### config.mk
export PLATFORM = sky130hd
export DESIGN_NAME = bram_port_arbiter_flat
export DESIGN_NICKNAME = d
export VERILOG_FILES = /design/src/rtl/bram_arb_pkg.sv /design/src/rtl/bram_port_arbiter_if.sv /design/src/rtl/rr_arbiter2.sv /design/src/rtl/bram_port_arbiter.sv /design/src/flat_wrapper.sv
export SDC_FILE = /design/constraint.sdc
export NUM_CORES = 1
export LEC_CHECK = 0
export ABC_AREA = 1
export BUFFER_PORTS_ARGS = -buffer_cell sky130_fd_sc_hd__buf_2
export CAP_MARGIN = 20
export CORE_AREA = 2 2 80 82
export DETAILED_ROUTE_END_ITERATION = 8
export DIE_AREA = 0 0 82 84
export PLACE_DENSITY = 0.81
export SETUP_SLACK_MARGIN = 0.05
export SYNTH_ARGS = -nofsm -noshare
export SYNTH_HDL_FRONTEND = slang
export SYNTH_SLANG_ARGS = --single-unit
### constraint.sdc
create_clock -name clock -period 1.3 [get_ports clock]
set_clock_uncertainty 0.05 [all_clocks]
set_input_delay 0.26 -clock clock [delete_from_list [all_inputs] [get_ports clock]]
set_output_delay 0.26 -clock clock [all_outputs]
set_load 0.02 [all_outputs]
### src/rtl/bram_arb_pkg.sv
// Shared types and constants for the two-port BRAM arbiter.
package bram_arb_pkg;

  typedef enum logic {
    StServe = 1'b0,
    StClear = 1'b1
  } arb_state_e;

  localparam int unsigned NUM_PORTS = 2;
  localparam int unsigned P_FETCH   = 0;
  localparam int unsigned P_LSU     = 1;

endpackage

### src/rtl/bram_port_arbiter_if.sv
// Requester-side bundle: two request/grant ports plus the shared read-data return.
interface bram_port_arbiter_if #(
  parameter int unsigned DATA_WIDTH = 32,
  parameter int unsigned ADDR_WIDTH = 8
);
  logic                  req0;
  logic                  we0;
  logic [ADDR_WIDTH-1:0] addr0;
  logic [DATA_WIDTH-1:0] wdata0;
  logic                  gnt0;
  logic                  rvalid0;

  logic                  req1;
  logic                  we1;
  logic [ADDR_WIDTH-1:0] addr1;
  logic [DATA_WIDTH-1:0] wdata1;
  logic                  gnt1;
  logic                  rvalid1;

  logic [DATA_WIDTH-1:0] rdata;

  modport master (
    output req0, we0, addr0, wdata0, req1, we1, addr1, wdata1,
    input  gnt0, rvalid0, gnt1, rvalid1, rdata
  );

  modport slave (
    input  req0, we0, addr0, wdata0, req1, we1, addr1, wdata1,
    output gnt0, rvalid0, gnt1, rvalid1, rdata
  );
endinterface

### src/rtl/rr_arbiter2.sv
// Two-way round-robin grant with a one-bit priority pointer; grants only while en_i is high.
module rr_arbiter2
  import bram_arb_pkg::*;
(
  input  logic                 clock,
  input  logic                 reset,
  input  logic                 en_i,
  input  logic [NUM_PORTS-1:0] req_i,
  output logic [NUM_PORTS-1:0] gnt_o
);

  logic rr_ptr_q, rr_ptr_d;

  always_comb begin
    gnt_o = '0;
    if (en_i) begin
      case (req_i)
        2'b01:   gnt_o[P_FETCH] = 1'b1;
        2'b10:   gnt_o[P_LSU]   = 1'b1;
        2'b11:   gnt_o[rr_ptr_q] = 1'b1;
        default: gnt_o = '0;
      endcase
    end

    // Priority passes to whichever port lost (or did not ask) this cycle.
    rr_ptr_d = rr_ptr_q;
    if (gnt_o[P_FETCH]) begin
      rr_ptr_d = 1'(P_LSU);
    end else if (gnt_o[P_LSU]) begin
      rr_ptr_d = 1'(P_FETCH);
    end
  end

  always_ff @(posedge clock or posedge reset) begin
    if (reset) begin
      rr_ptr_q <= 1'(P_FETCH);
    end else begin
      rr_ptr_q <= rr_ptr_d;
    end
  end

endmodule

### src/rtl/bram_port_arbiter.sv
// Shares one BRAM between fetch and load/store requesters, with a runtime zero-fill sweep.
module bram_port_arbiter
  import bram_arb_pkg::*;
#(
  parameter int unsigned DATA_WIDTH = 32,
  parameter int unsigned ADDR_WIDTH = 8
) (
  input  logic                  clock,
  input  logic                  reset,
  bram_port_arbiter_if.slave    bus_io,
  input  logic                  clear_start_i,
  output logic                  clear_busy_o,
  output logic                  clear_done_o,
  output logic                  bram_re_o,
  output logic [ADDR_WIDTH-1:0] bram_raddr_o,
  output logic                  bram_we_o,
  output logic [ADDR_WIDTH-1:0] bram_waddr_o,
  output logic [DATA_WIDTH-1:0] bram_wdata_o,
  input  logic [DATA_WIDTH-1:0] bram_rdata_i
);

  arb_state_e            state_q, state_d;
  logic [ADDR_WIDTH-1:0] cnt_q, cnt_d;
  logic [NUM_PORTS-1:0]  rvalid_q, rvalid_d;
  logic                  done_q, done_d;
  logic                  arb_en;
  logic [NUM_PORTS-1:0]  req, gnt;

  assign req = {bus_io.req1, bus_io.req0};
  // A clear request wins over any pending request in the same cycle.
  assign arb_en = (state_q == StServe) && !clear_start_i;

  rr_arbiter2 u_rr_arbiter2 (
    .clock (clock),
    .reset (reset),
    .en_i  (arb_en),
    .req_i (req),
    .gnt_o (gnt)
  );

  always_comb begin
    state_d      = state_q;
    cnt_d        = cnt_q;
    done_d       = 1'b0;
    bram_re_o    = 1'b0;
    bram_raddr_o = '0;
    bram_we_o    = 1'b0;
    bram_waddr_o = '0;
    bram_wdata_o = '0;

    unique case (state_q)
      StServe: begin
        if (clear_start_i) begin
          state_d = StClear;
        end
        if (gnt[P_FETCH]) begin
          if (bus_io.we0) begin
            bram_we_o    = 1'b1;
            bram_waddr_o = bus_io.addr0;
            bram_wdata_o = bus_io.wdata0;
          end else begin
            bram_re_o    = 1'b1;
            bram_raddr_o = bus_io.addr0;
          end
        end else if (gnt[P_LSU]) begin
          if (bus_io.we1) begin
            bram_we_o    = 1'b1;
            bram_waddr_o = bus_io.addr1;
            bram_wdata_o = bus_io.wdata1;
          end else begin
            bram_re_o    = 1'b1;
            bram_raddr_o = bus_io.addr1;
          end
        end
      end
      StClear: begin
        bram_we_o    = 1'b1;
        bram_waddr_o = cnt_q;
        cnt_d        = cnt_q + 1'b1;
        if (cnt_q == '1) begin
          state_d = StServe;
          done_d  = 1'b1;
        end
      end
      default: state_d = StServe;
    endcase
  end

  // Read tags line up with the BRAM's one-cycle registered read data.
  assign rvalid_d = gnt & ~{bus_io.we1, bus_io.we0};

  always_ff @(posedge clock or posedge reset) begin
    if (reset) begin
      state_q  <= StServe;
      cnt_q    <= '0;
      rvalid_q <= '0;
      done_q   <= 1'b0;
    end else begin
      state_q  <= state_d;
      cnt_q    <= cnt_d;
      rvalid_q <= rvalid_d;
      done_q   <= done_d;
    end
  end

  assign bus_io.gnt0    = gnt[P_FETCH];
  assign bus_io.gnt1    = gnt[P_LSU];
  assign bus_io.rvalid0 = rvalid_q[P_FETCH];
  assign bus_io.rvalid1 = rvalid_q[P_LSU];
  assign bus_io.rdata   = bram_rdata_i;
  assign clear_busy_o   = (state_q == StClear);
  assign clear_done_o   = done_q;

endmodule

### src/flat_wrapper.sv
// flat-port wrapper written by rule: the top's interface ports become plain ports
module bram_port_arbiter_flat import bram_arb_pkg::*;
#(
  parameter int unsigned DATA_WIDTH = 32,
  parameter int unsigned ADDR_WIDTH = 8
)
  (clock, reset, clear_start_i, clear_busy_o, clear_done_o, bram_re_o, bram_raddr_o, bram_we_o, bram_waddr_o, bram_wdata_o, bram_rdata_i, bus_io_req0, bus_io_we0, bus_io_addr0, bus_io_wdata0, bus_io_req1, bus_io_we1, bus_io_addr1, bus_io_wdata1, bus_io_gnt0, bus_io_rvalid0, bus_io_gnt1, bus_io_rvalid1, bus_io_rdata);
  bram_port_arbiter_if #(.DATA_WIDTH(DATA_WIDTH), .ADDR_WIDTH(ADDR_WIDTH)) bus_io_i ();
  input  logic clock;
  input  logic reset;
  input  logic clear_start_i;
  output logic clear_busy_o;
  output logic clear_done_o;
  output logic bram_re_o;
  output logic [ADDR_WIDTH-1:0] bram_raddr_o;
  output logic bram_we_o;
  output logic [ADDR_WIDTH-1:0] bram_waddr_o;
  output logic [DATA_WIDTH-1:0] bram_wdata_o;
  input  logic [DATA_WIDTH-1:0] bram_rdata_i;
  input wire logic [$bits(bus_io_i.req0)-1:0] bus_io_req0;
  input wire logic [$bits(bus_io_i.we0)-1:0] bus_io_we0;
  input wire logic [$bits(bus_io_i.addr0)-1:0] bus_io_addr0;
  input wire logic [$bits(bus_io_i.wdata0)-1:0] bus_io_wdata0;
  input wire logic [$bits(bus_io_i.req1)-1:0] bus_io_req1;
  input wire logic [$bits(bus_io_i.we1)-1:0] bus_io_we1;
  input wire logic [$bits(bus_io_i.addr1)-1:0] bus_io_addr1;
  input wire logic [$bits(bus_io_i.wdata1)-1:0] bus_io_wdata1;
  output wire logic [$bits(bus_io_i.gnt0)-1:0] bus_io_gnt0;
  output wire logic [$bits(bus_io_i.rvalid0)-1:0] bus_io_rvalid0;
  output wire logic [$bits(bus_io_i.gnt1)-1:0] bus_io_gnt1;
  output wire logic [$bits(bus_io_i.rvalid1)-1:0] bus_io_rvalid1;
  output wire logic [$bits(bus_io_i.rdata)-1:0] bus_io_rdata;
  assign bus_io_i.req0 = bus_io_req0;
  assign bus_io_i.we0 = bus_io_we0;
  assign bus_io_i.addr0 = bus_io_addr0;
  assign bus_io_i.wdata0 = bus_io_wdata0;
  assign bus_io_i.req1 = bus_io_req1;
  assign bus_io_i.we1 = bus_io_we1;
  assign bus_io_i.addr1 = bus_io_addr1;
  assign bus_io_i.wdata1 = bus_io_wdata1;
  assign bus_io_gnt0 = bus_io_i.gnt0;
  assign bus_io_rvalid0 = bus_io_i.rvalid0;
  assign bus_io_gnt1 = bus_io_i.gnt1;
  assign bus_io_rvalid1 = bus_io_i.rvalid1;
  assign bus_io_rdata = bus_io_i.rdata;
  bram_port_arbiter #(.DATA_WIDTH(DATA_WIDTH), .ADDR_WIDTH(ADDR_WIDTH)) u_core (.clock(clock), .reset(reset), .bus_io(bus_io_i), .clear_start_i(clear_start_i), .clear_busy_o(clear_busy_o), .clear_done_o(clear_done_o), .bram_re_o(bram_re_o), .bram_raddr_o(bram_raddr_o), .bram_we_o(bram_we_o), .bram_waddr_o(bram_waddr_o), .bram_wdata_o(bram_wdata_o), .bram_rdata_i(bram_rdata_i));
endmodule
After elaboration in Yosys (flattened, before gate mapping)

Index checks and enable logic that the tools add are counted.

Register bits after elaboration: 13
Logic and storage cells: 56
Input bits: 119

Reduce and logical (&&, ||, !) cells: 4
Bitwise operators: 3
Muxes and demuxes: 37
Equal/unequal tests: 4
Add/sub/neg operators: 1
$lt $le $gt $ge: 2

Operators by type and width:

| operator            | number |
|---|---|
| $mux 32             | 5 |
| $mux 8              | 9 |
| $mux 1              | 16 |
| $pmux 8 s2          | 1 |
| $add 8x1->8 const B | 1 |
| $eq 8x8->1 const B  | 1 |
| $pmux 1 s2          | 4 |
| $eq 2x2->1 const B  | 2 |
| $and 2x2->2         | 1 |
| $eq 2x1->1 const B  | 1 |
| $logic_and 1x1->1   | 2 |
| $lt 1x2->1 const B  | 1 |
| $mux 2              | 1 |
| $not 2->2           | 1 |
| $reduce_bool 2->1   | 1 |
| $demux 1 s1         | 1 |
| $ge 1x1->1 const B  | 1 |
| $logic_not 1->1     | 1 |
| $not 1->1           | 1 |

Longest topological paths before layout

Depth in word-level cells: 9
Mapped depth: 7
Mapped depth without buffers: 7

By module

A second synthesis with hierarchy kept.

Cells, all modules: 297
Area total of the unflattened synthesis: 1766.7 µm²

Modules (own cells, without submodules):

| module            | cells an instance | area an instance (µm²) | instances |
|---|---|---|---|
| bram_port_arbiter | 284               | 1691.6                 | 1 |
| rr_arbiter2       | 13                | 75.1                   | 1 |

Worst setup path before layout

No wires, ideal clock.

Kind: register -> output
From: register u_core.state_q (netlist: u_core.clear_busy_o)
To: output port bram_wdata_o[23]
Stages on the path, launching flop included: 8
Path buffers: 2
Slack: -374 ps
Data arrival time: 1364 ps
Data required time: 990 ps
Cell sequence: dfrtp_1 -> nor2_2 -> buf_4 -> nand2_4 -> inv_4 -> buf_6 -> nand3_1 -> nand2_1

RTL lines:

| what                   | line                    | RTL |
|---|---|---|
| start, declared        | bram_port_arbiter.sv:22 | `arb_state_e state_q, state_d;` |
| start signal, assigned | bram_port_arbiter.sv:94 | `state_q <= StServe;` |
| start signal, assigned | bram_port_arbiter.sv:99 | `state_q <= state_d;` |
| $not 1->1              | bram_port_arbiter.sv:31 | `assign arb_en = (state_q == StServe) && !clear_start_i;` |
| $logic_and 1x1->1      | bram_port_arbiter.sv:31 |  |
| $mux 2                 | rr_arbiter2.sv:16       | `if (en_i) begin` |
| via bus_io_gnt0        | flat_wrapper.sv:28      | `output wire logic [$bits(bus_io_i.gnt0)-1:0] bus_io_gnt0;` |
| $mux 32                | bram_port_arbiter.sv:56 | `if (gnt[P_FETCH]) begin` |
| $mux 32                | bram_port_arbiter.sv:51 | `unique case (state_q)` |
| end, declared          | flat_wrapper.sv:18      | `output logic [DATA_WIDTH-1:0] bram_wdata_o;` |

The timed path passes the listed nets, and every way through them passes these cells.

Worst setup path after layout

From: register u_core.state_q (netlist: u_core.clear_busy_o)
To: output port bram_wdata_o[17]

Longest elaborated chain between the ends: 6

Ends and longest elaborated chain:

| what              | line                    | RTL |
|---|---|---|
| $not 1->1         | bram_port_arbiter.sv:31 |  |
| $logic_and 1x1->1 | bram_port_arbiter.sv:31 |  |
| $mux 2            | rr_arbiter2.sv:16       |  |
| $mux 32           | bram_port_arbiter.sv:65 | `end else if (gnt[P_LSU]) begin` |
| $mux 32           | bram_port_arbiter.sv:56 |  |
| $mux 32 *         | bram_port_arbiter.sv:51 |  |

Every way passes the cells marked *; elsewhere a longest branch is shown, timed or not.

==> reports/metrics.csv <==
metric;value;unit
run status;complete, but fails checks;
failing checks;setup timing;
Tcrit/Tclk final;1.49;
hold_sp;bus_io_we1;
Worst Hold Class;input pin to flip-flop;
Netlist cell types;23;
Setup-failing EPs final;53;
top post-synthesis cells by area;nand2_1, dfrtp_1, buf_4;
FF+latch count, synth;13;
WHS Path Cells;3;
HPWL Detailed;4.45;mm
Post-synth EDFFs;0;
vias in the first global route;2066;
GRT overflow;0;
asr flop ratio synth;1.00;
WP data arrival;1.63;ns
Layout Nets;517;
Root Buffer;clkbuf_8;
GP Congestion;0.807;
final number of max-transition violations;0;
Longest Clk Path Bufs;2;
Max Fanout on Critical Path;9;
Syn Nets;384;
share of the synthesized area in the top cell type;0.280;
CTS tree;built;
pre-CTS WS;-0.392;ns
most numerous cell in the Yosys netlist;nand2_1;
Placed Area;2500;um2
overall routing resource usage;0.178;
clock-pin slew on the worst setup and hold paths;0.05;ns
Die Span X;82;um
Mapped Avg Cell Area;6.05;um2
register area;327;um2
switching share of power;0.406;
Placeable Area;6100;um2
IO Pins;207;
initial antenna violation count;0;
Crit. Startpoint;u_core.clear_busy_o$_DFF_PP0_;
share of the yosys chip area belonging to registers;0.204;
Design Area, Final;3060;um2
post-route setup slack;-0.642;ns
Flop pwr share;0.319;
Max Freq;0.515;GHz
Worst Setup End Kind;primary output;
Reg-to-Reg Start;u_core.clear_busy_o$_DFF_PP0_;
first-pass GRT wire length;9.67;mm
Worst Tran Pin Value;0.504;ns
critical path startpoint category;flip-flop;
Int Power;1.23;mW
Hold EP;u_core.rvalid_q[1]$_DFF_PP0_;
reg-to-reg setup timing slack;0.03;ns
clock power share;0.169;
total number of vias;2225;
row cnt;29;
Post-Syn Area;1600;um2
Initial Utilization;0.262;
Vias/cell;4.70;
IO buf count;142;
worst reg2reg path depth;5;
die area;6890;um2
Period minus WS final;1.94;ns
Main synth FF type;dfrtp_1;
Comb power frac;0.512;
cell count after synthesis;264;
total CTS buffers;3;
largest net degree at the start of global routing;23;
net load switching power;0.841;mW
fillers;584;
area grow syn2layout;91.8;%
DRC viols;0;
Static Leak;1.65;nW
Max IR drop VDD;0.627;mV
Critical Path RT;0.99;ns
clock latency at the later pin of the worst-skew pair;0.24;ns
DRT Pass-1 Iters;4;
Sinks on Clock Net;13;
critical path type;flip-flop to primary output;
antenna cells;0;
max cap viols;0;
RSZ-0062 raised after global routing;yes;
Max transition margin;0.664;
Power Density;676;nW/um2
die height;84;um
endpoints failing hold;0;
post-route ant nets;0;
Reg-to-Reg End;u_core.rvalid_q[0]$_DFF_PP0_;
Synth top cells by count;nand2_1, nand3_1, buf_4;
initial DRC count;84;
Avg WL per Cell;13.7;um
final wirelength;6.50;mm
H-Tree Depth;1;
YS warnings;0;
multi-input logic area;1250;um2
Yosys top cell by area;nand2_1;
proportion of layout cells with a drive suffix above 1;0.646;
-- kinds of logic after synthesis --
logic type                 after synthesis  synth area share
adders and majority gates                1           0.00784
xor gates and xnor gates                 4            0.0219
DFF                                     13             0.204
muxes                                    1           0.00705
and+or+nand+nor                        184             0.501
AOI/OAI and AO/OA                        4            0.0235
buffers and inverters                   57             0.235
-- per-stage QoR --
step                 util  power [mW]  TNS (ns)  hold slack (ns)  std cells
global placement    0.410        1.53    -15.17            0.250        450
detailed placement  0.410        1.55    -17.61            0.260        450
finish              0.502        2.07    -31.06            0.317        473
floorplan               -        1.32    -10.44           0.0869        264
global route        0.502        2.22    -35.45            0.331        473
CTS                 0.474        2.00    -31.64            0.305        468
-- power groups by stage --
stage                     logic (mW)  registers, mW  clock network, mW
after floorplan                0.706          0.619                  0
after global placement         0.881          0.644                  0
after detailed placement       0.900          0.649                  0
after CTS                      0.988          0.644              0.364
after global routing            1.16          0.680              0.374
final                           1.06          0.661              0.350
-- metal layers --
layer | share of wire | track usage | wire length, um
met2 | 0.51 | 0.313 | 3330
met5 | 0 | 0 | 0
met4 | 0.019 | 0.0561 | 123
met1 | 0.39 | 0.215 | 2530
met3 | 0.079 | 0.0325 | 512
-- state kept, by name, summed over array words and instances (netlist names) --
name	count
u_core.cnt_q	8
u_core.rvalid_q	2
u_core.clear_busy_o	1
u_core.clear_done_o	1
u_core.u_rr_arbiter2.rr_ptr_q	1
-- cell type report --
class / count / share of cell area
flip-flops and latches: 13 / 0.107
repair buffers: 170 / 0.400
clock buffers: 4 / 0.0147
multi-input cells: 195 / 0.410
inverters: 11 / 0.0188
well taps: 77 / 0.0315
repair inverters: 3 / 0.0188
-- worst max path at each step --
stage	end	slack, ns	cells after the start
after floorplan	bram_wdata_o[26]	-0.24	7
after global placement	bram_wdata_o[25]	-0.33	7
after detailed placement	bram_wdata_o[26]	-0.39	7
after CTS	bram_wdata_o[1]	-0.65	7
after global routing	bram_wdata_o[4]	-0.73	7
final	bram_wdata_o[17]	-0.64	9
-- layout by cell type (no fill, tap or decap), types with 2 or more instances in the layout --
cell and instances:
nand2_2 27, nand3_4 6, nand4_1 9, nand2_1 80, dfrtp_1 12, nor2_2 4
buf_12 7, inv_1 6, inv_2 4, nand3_1 20, buf_6 9, nand2_4 12
buf_2 98, nor2_1 4, nor2_4 5, nand3_2 17, bufbuf_16 2, xor2_1 3
clkbuf_8 3, buf_4 52
-- repair_timing --
item | in CTS | in global routing
pin swaps | 0 | 2
resized for setup | 54 | 38
endpoints found under the setup margin | 54 | 60
hold buffers | 1 | 0
gates cloned | 5 | 2
buffers inserted | 9 | 4
endpoints found under the hold margin | 13 | 0
-- worst max-delay path: stages, from the launching register on --
cell and delay, ns:
dfrtp_2 0.42, nor2_4 0.12, buf_4 0.14, buf_12 0.10, nand2_8 0.08, buf_12 0.16
inv_16 0.07, nand3_1 0.09, nand2_2 0.07, buf_4 0.13
(Power assumes the default switching activity.)
